[config.mk]
export PLATFORM = sky130hd
export DESIGN_NAME = ct_spsram_8192x32_ctrl
export DESIGN_NICKNAME = d
export VERILOG_FILES = /design/src/rtl/ct_spsram_8192x32_ctrl.sv
export SDC_FILE = /design/constraint.sdc
export NUM_CORES = 1
export LEC_CHECK = 0
export CAP_MARGIN = 20
export CORE_MARGIN = 5
export CORE_UTILIZATION = 39
export CTS_BUF_LIST = sky130_fd_sc_hd__clkbuf_8
export CTS_CLUSTER_SIZE = 8
export DETAILED_ROUTE_END_ITERATION = 10
export PLACE_DENSITY_LB_ADDON = 0.05
export SYNTH_ARGS = -nofsm -noshare
export SYNTH_HDL_FRONTEND = slang
export SYNTH_SLANG_ARGS = --single-unit
[constraint.sdc]
create_clock -name forever_cpuclk -period 3 [get_ports forever_cpuclk]
set_input_delay 0.6 -clock forever_cpuclk [delete_from_list [all_inputs] [get_ports forever_cpuclk]]
set_output_delay 0.6 -clock forever_cpuclk [all_outputs]
set_load 0.02 [all_outputs]
[src/rtl/ct_spsram_8192x32_ctrl.sv]
// ct_spsram_8192x32_ctrl: valid/ready request front-end for the 8192x32 single-port SRAM macro
// Turns a read/write request stream into SRAM pin activity and buffers read data in a
// small response FIFO so the consumer can apply backpressure.
// Ports:
//   forever_cpuclk, cpurst_b          clock (also the SRAM clock), async active-low reset
//   req_vld/req_rdy/req_wr/req_addr/req_wdata/req_bmask   request channel
//   rsp_vld/rsp_rdy/rsp_data          in-order read response channel
//   init_done                         high once the controller is running
//   sram_a/cen/gwen/wen/d, sram_q     SRAM macro pins (CEN/GWEN/WEN active low)
// Build option: define CT_SPSRAM_CTRL_INIT_EN to zero-fill the whole array after reset.
module ct_spsram_8192x32_ctrl #(
  parameter int ADDR_WIDTH = 13,
  parameter int DATA_WIDTH = 32,
  parameter int RSP_DEPTH  = 2
) (
  input  logic                    forever_cpuclk,
  input  logic                    cpurst_b,
  input  logic                    req_vld,
  output logic                    req_rdy,
  input  logic                    req_wr,
  input  logic [ADDR_WIDTH-1:0]   req_addr,
  input  logic [DATA_WIDTH-1:0]   req_wdata,
  input  logic [DATA_WIDTH/8-1:0] req_bmask,
  output logic                    rsp_vld,
  input  logic                    rsp_rdy,
  output logic [DATA_WIDTH-1:0]   rsp_data,
  output logic                    init_done,
  output logic [ADDR_WIDTH-1:0]   sram_a,
  output logic                    sram_cen,
  output logic                    sram_gwen,
  output logic [DATA_WIDTH-1:0]   sram_wen,
  output logic [DATA_WIDTH-1:0]   sram_d,
  input  logic [DATA_WIDTH-1:0]   sram_q
);
  localparam int BW = DATA_WIDTH / 8;
  localparam int PW = $clog2(RSP_DEPTH);
  localparam int CW = PW + 1;
  localparam logic [1:0] IDLE = 2'd0;
  localparam logic [1:0] RUN  = 2'd2;
  logic [1:0]            state;
  logic [1:0]            state_nxt;
  logic                  run;
  logic                  accept;
  logic                  wr_acc;
  logic                  pop;
  logic                  rd_pend;
  logic                  rd_room;
  logic [PW-1:0]         wr_ptr;
  logic [PW-1:0]         rd_ptr;
  logic [CW-1:0]         fifo_cnt;
  logic [CW:0]           occ;
  logic [DATA_WIDTH-1:0] fifo_mem [RSP_DEPTH];
  logic [DATA_WIDTH-1:0] bm_exp;
  logic                  init_act;
  logic [ADDR_WIDTH-1:0] init_a;
`ifdef CT_SPSRAM_CTRL_INIT_EN
  localparam logic [1:0] INIT = 2'd1;
  logic [ADDR_WIDTH-1:0] init_cnt;
  assign init_act  = state == INIT;
  assign init_a    = init_cnt;
  assign state_nxt = state == IDLE ? INIT : init_act ? (&init_cnt ? RUN : INIT) : RUN;
  always_ff @(posedge forever_cpuclk or negedge cpurst_b)
    if (!cpurst_b) init_cnt <= '0;
    else if (init_act) init_cnt <= init_cnt + 1'b1;
`else
  assign init_act  = 1'b0;
  assign init_a    = '0;
  assign state_nxt = RUN;
`endif
  assign run       = state == RUN;
  assign init_done = run;
  assign pop       = rsp_vld & rsp_rdy;
  // Reads are admitted only if the entry they will eventually occupy is guaranteed free,
  // counting the read already in flight and the pop happening this cycle.
  assign occ       = {1'b0, fifo_cnt} + (CW+1)'(rd_pend) - (CW+1)'(pop);
  assign rd_room   = occ < (CW+1)'(RSP_DEPTH);
  assign req_rdy   = run & (req_wr | rd_room);
  assign accept    = req_vld & req_rdy;
  assign wr_acc    = accept & req_wr;
  assign rsp_vld   = fifo_cnt != '0;
  assign rsp_data  = fifo_mem[rd_ptr];
  always_comb begin
    bm_exp = '0;
    for (int i = 0; i < BW; i++) bm_exp[8*i +: 8] = {8{req_bmask[i]}};
  end
  assign sram_cen  = init_act ? 1'b0 : ~accept;
  assign sram_a    = init_act ? init_a : req_addr;
  assign sram_gwen = init_act ? 1'b0 : ~wr_acc;
  assign sram_wen  = init_act ? '0 : wr_acc ? ~bm_exp : '1;
  assign sram_d    = init_act ? '0 : req_wdata;
  always_ff @(posedge forever_cpuclk or negedge cpurst_b)
    if (!cpurst_b) begin
      state    <= IDLE;
      rd_pend  <= 1'b0;
      wr_ptr   <= '0;
      rd_ptr   <= '0;
      fifo_cnt <= '0;
    end else begin
      state    <= state_nxt;
      rd_pend  <= accept & ~req_wr;
      wr_ptr   <= rd_pend ? wr_ptr + 1'b1 : wr_ptr;
      rd_ptr   <= pop ? rd_ptr + 1'b1 : rd_ptr;
      fifo_cnt <= fifo_cnt + CW'(rd_pend) - CW'(pop);
    end
  // SRAM Q is valid the cycle after the read access, i.e. while rd_pend is high.
  always_ff @(posedge forever_cpuclk)
    if (rd_pend) fifo_mem[wr_ptr] <= sram_q;
endmodule

======== Yosys cells after proc, flatten, opt, wreduce, memory -nomap -nowiden ========
Memories as Yosys holds them, arrays and structs flattened.
Cells that the tools add are included.
word-level totals
  bits in registers ....................... 6
  latch bits .............................. 0
  RAM bits ................................ 64
  bits in read-only memories .............. 0
  input bits .............................. 86
  output and inout bits ................... 114
  logic and storage cells ................. 27
  memories ................................ 1
memories
  memory    depth  width  rd ports  clocked after Yosys merged registers in  wr ports  RTL line  source
  fifo_mem  2      32     1         0                                        1         52        logic [DATA_WIDTH-1:0] fifo_mem [RSP_DEPTH];
cells by class
  $add $sub $neg .......................... 6
  $mul .................................... 0
  div/mod/pow operators ................... 0
  order comparisons ....................... 1
  equality and inequality tests ........... 0
  shift-type cells ........................ 0
  multiplexer cells ....................... 3
  bitwise logic cells ..................... 10
  reduce and logical (&&, ||, !) cells .... 1
operators by type and width
  operator               number
  $mux W32               1
  $not A32 Y32           1
  $and A1 B1 Y1          5
  $add A2 B1 Y3          1
  $lt A3 B2 Y1 const B   1
  $not A1 Y1             3
  $sub A3 B1 Y3          1
  $add A1 B1 Y1 const B  2
  $add A2 B1 Y2          1
  $mux W1                2
  $reduce_bool A2 Y1     1
  $sub A2 B1 Y2          1
  $or A1 B1 Y1           1

======== Longest topological paths before layout ========
  word-level depth ........................ 9
  depth in mapped cells ................... 8

======== Worst setup path before layout ========
OpenSTA, ideal clock, no wires.
  path kind ............................... input to output
  start point ............................. input rsp_rdy
  end point ............................... output req_rdy
  data arrival time ....................... 2.236 ns
  data required time ...................... 2.400 ns
  path slack .............................. 0.164 ns
  stages .................................. 8
  path buffers ............................ 0
  path through ............................ o21a_1 ha_1 inv_1 ha_1 inv_1 fa_1 xor2_1 o21ai_0
between the ends
  longest elaborated chain between the ends .. 5
ends and longest elaborated chain
  what             RTL line  source
  start, declared  25        input logic rsp_rdy,
  $and A1 B1 Y1    72        assign pop = rsp_vld & rsp_rdy;
  $sub A3 B1 Y3    75        assign occ = {1'b0, fifo_cnt} + (CW+1)'(rd_pend) - (CW+1)'(pop);
  $lt A3 B2 Y1     76        assign rd_room = occ < (CW+1)'(RSP_DEPTH);
  $or A1 B1 Y1     77        assign req_rdy = run & (req_wr | rd_room);
  $and A1 B1 Y1    77
  end, declared    19        output logic req_rdy,
No other way between the ends.

======== Worst setup path in the final report ========
  start point ............................. input rsp_rdy
  end point ............................... output sram_cen
between the ends
  longest elaborated chain between the ends .. 7
ends and longest elaborated chain
  what           RTL line  source
  $and A1 B1 Y1  72
  named net pop  45        logic pop;
  $sub A3 B1 Y3  75
  $lt A3 B2 Y1   76
  $or A1 B1 Y1   77
  $and A1 B1 Y1  77
  $and A1 B1 Y1  78        assign accept = req_vld & req_rdy;
  $not A1 Y1     86        assign sram_cen = init_act ? 1'b0 : ~accept;
  end, declared  29        output logic sram_cen,
The timed path passes the listed nets, and every way through them passes these cells.

==> metrics.md <==
| Metric | Value |
|---|---|
| Pins Over Slew Limit | `0` |
| Failing checks | `setup timing` |
| Grt total ovfl | `0` |
| Syn Inst Count | `206` |
| CTS Buf Count | `9` |
| R2R Setup Slk | `0.74 ns` |
| Routed Antenna Nets | `0` |
| Worst setup margin | `-0.0323 ns` |
| Commonest cells in the netlist | `buf_4 (73), edfxtp_1 (64), mux2_4 (29)` |
| Initial antenna violation count | `0` |
| Syn avg cell area | `16.2 um^2` |
| Pwr/cell area | `755 nW/um^2` |
| Outcome | `complete, but fails checks` |
| Final Hold Fails | `0` |
| Worst R2R End | `rd_pend` |
| Yosys warnings | `0` |
| Normalized max-slew margin | `45.0%` |
| Pre-CTS WS | `-0.659 ns` |
| Crit-path max FO | `3` |
| Top cell type's share of synthesized area | `57.7%` |
| WS Path Type | `in -> out` |
| F_max | `330 MHz` |
| Vias per cell | `4.39` |
| Die area | `10500 um^2` |
| Post-synth EDFFs | `64` |
| Io pins | `200` |
| Proportion of synthesized chip area in sequential cells | `62.2%` |
| Clk buf depth | `2` |
| Routed wire length per instance | `17.0 um` |
| Filler cells | `693` |
| GRT Total Usage | `12.0%` |
| Setup violators final | `1` |
| DRT iter0 DRCs | `39` |
| Die height | `102 um` |
| Setup TNS | `-0.0323 ns` |
| Width of the die | `102 um` |
| Unique masters post-synth | `21` |
| Cell Area, Synth | `3330 um^2` |
| Startpoint Class | `input pin` |
| Worst-margin pin slew | `0.825 ns` |
| Worst reg2reg path depth | `9` |
| DRC viols | `0` |
| Top-count cell post-synth | `buf_4` |
| Hold WC Path Type | `reg -> reg` |
| Final Cycle Share | `101%` |
| Setup crit end | `sram_cen` |
| Minimum clock period | `3.03 ns` |
| Clk slew on worst S/H paths | `0.06 ns` |
| Pleak | `1.58 nW` |
| Ratio of cells with drive above 1 in the final layout | `24.8%` |
| Starting density of the core | `40.4%` |
| Final Routed Wirelength | `6240 um` |
| Max Cap Viol | `0` |
| # clock sinks | `70` |
| Pre-antenna DRT Iters | `3` |
| Largest net degree at the start of global routing | `33` |
| Row count | `33` |
| Core area | `8260 um^2` |
| Worst clock skew | `0.00768 ns` |
| Fin Hold WS | `0.504 ns` |
| Antenna diode count | `0` |
| DP Wirelength | `4350 um` |
| Area growth from synthesis to layout | `26.9%` |
| Synthesized net count | `295` |
| Worst endpoint data arrival time | `2.43 ns` |
| RD Place Congestion | `0.725` |
| Crit. End Element | `primary output` |
| First-pass GRT wire length | `9080 um` |
| Port buffer count | `109` |
| RSZ-0062 raised after global routing | `true` |
| Ys async rst share | `8.57%` |
| Clock Latency Late Sink | `0.33 ns` |
| Cells taking the most area after synthesis | `edfxtp_1 (58%), buf_4 (16%), mux2_4 (13%), dfrtp_1 (4.5%), buf_12 (1.8%)` |
| Layout net count | `346` |
| Dominant synthesized flop cell | `edfxtp_1` |
| Worst path required time | `2.40 ns` |
| CTS Hold Buffers Added | `0` |
| Vias after detailed routing | `1611` |
| Max VDD drop | `0.430 mV` |
| Vias in the first global route | `1707` |
| Synthesized flop and latch total | `70` |
| H-tree depth | `3` |
| Reg-to-reg startpoint | `fifo_cnt[0]` |
| Root buffer cell | `clkbuf_8` |
| Synth area leader | `edfxtp_1` |
| CTS tree | `yes` |
| Crit. Startpoint | `rsp_rdy` |
worst max-delay path, cell delays in order:
cell and delay (ns):
dlygate4sd2_1 0.23, o21a_1 0.11, ha_1 0.26, inv_1 0.07, ha_2 0.17, inv_2 0.04
fa_2 0.35, xor2_2 0.17, o31a_1 0.29, buf_6 0.13
worst min path at each step:
stage | cells after the start | from | endpoint | slack (ns)
6_report | 1 | rd_ptr | rd_ptr | 0.50
2_1_floorplan | 0 | cpurst_b | fifo_cnt[0] | 0.30
4_1_cts | 1 | cpurst_b | fifo_cnt[0] | 0.50
5_1_grt | 1 | cpurst_b | fifo_cnt[0] | 0.51
3_5_place_dp | 1 | rd_ptr | rd_ptr | 0.50
3_3_place_gp | 1 | rd_ptr | rd_ptr | 0.49
cells in the final DEF (no fill, tap or decap), types with 2 or more instances in the layout:
cell type	count
edfxtp_1	64
nand2_1	7
buf_4	8
mux2_2	3
clkdlybuf4s50_1	106
mux2_4	29
inv_2	2
xor2_1	2
clkbuf_8	11
dfrtp_1	5
inv_1	5
flip-flops by register name, summed over array words and instances, names as in the netlist:
name	flops
state	1
rd_pend	1
fifo_cnt	2
fifo_mem	64
rd_ptr	1
wr_ptr	1
stage by stage:
stage          instances  util (%)  instance area, um^2  total power, W
2_1_floorplan        206         -                 3330         0.00212
3_3_place_gp         348      48.4                 4000         0.00243
3_5_place_dp         348      48.4                 4000         0.00242
4_1_cts              366      51.1                 4220         0.00323
5_1_grt              367      51.2                 4230         0.00335
6_report             367      51.2                 4230         0.00319
routing by layer:
metal  share of wire [%]  vias up  wire length, um  global-route usage (%)
met5                   0        -                0                       0
met4                 3.2        0              199                    6.76
met3                  12       28              734                    7.03
met2                  50       93             3130                    19.2
met1                  35      742             2180                    12.1
li1                    -      748                -                       -
repair_timing:
| action | 4_1_cts | 5_1_grt |
|---|---|---|
| setup endpoints to repair | 2 | 2 |
| gates resized for setup | 18 | 1 |
| gates cloned | 0 | 0 |
| endpoints found under the hold margin | 0 | 0 |
| pin swaps | 3 | 1 |
| setup buffers | 2 | 1 |
final cells by class:
type | instances | area (um^2) | area share, %
clock buffer | 11 | 151 | 3.58
multi-input combinational | 54 | 644 | 15.2
inverter | 5 | 18.8 | 0.444
sequential | 70 | 2070 | 49.0
tap | 105 | 131 | 3.11
timing repair buffer | 117 | 1160 | 27.4
clock inverter | 5 | 50.0 | 1.18
power breakdown:
group | switching, W | internal, W | total (W)
registers | 0.0000411 | 0.00116 | 0.00120
clock network | 0.000323 | 0.000422 | 0.000745
logic | 0.000569 | 0.000679 | 0.00125
cell families (layout without fill, tap and decap cells):
family	count (synthesis)	count (layout)	share of synthesized area, %
fa+ha+maj	3	3	1.35
flops	70	70	62.2
other cells	1	1	0.113
simple gates	12	12	1.73
compound gates	3	3	0.638
mux	32	32	14.1
buf+inv	82	138	19.1
xor+xnor	3	3	0.788
Power figures use the tool's default switching activity.
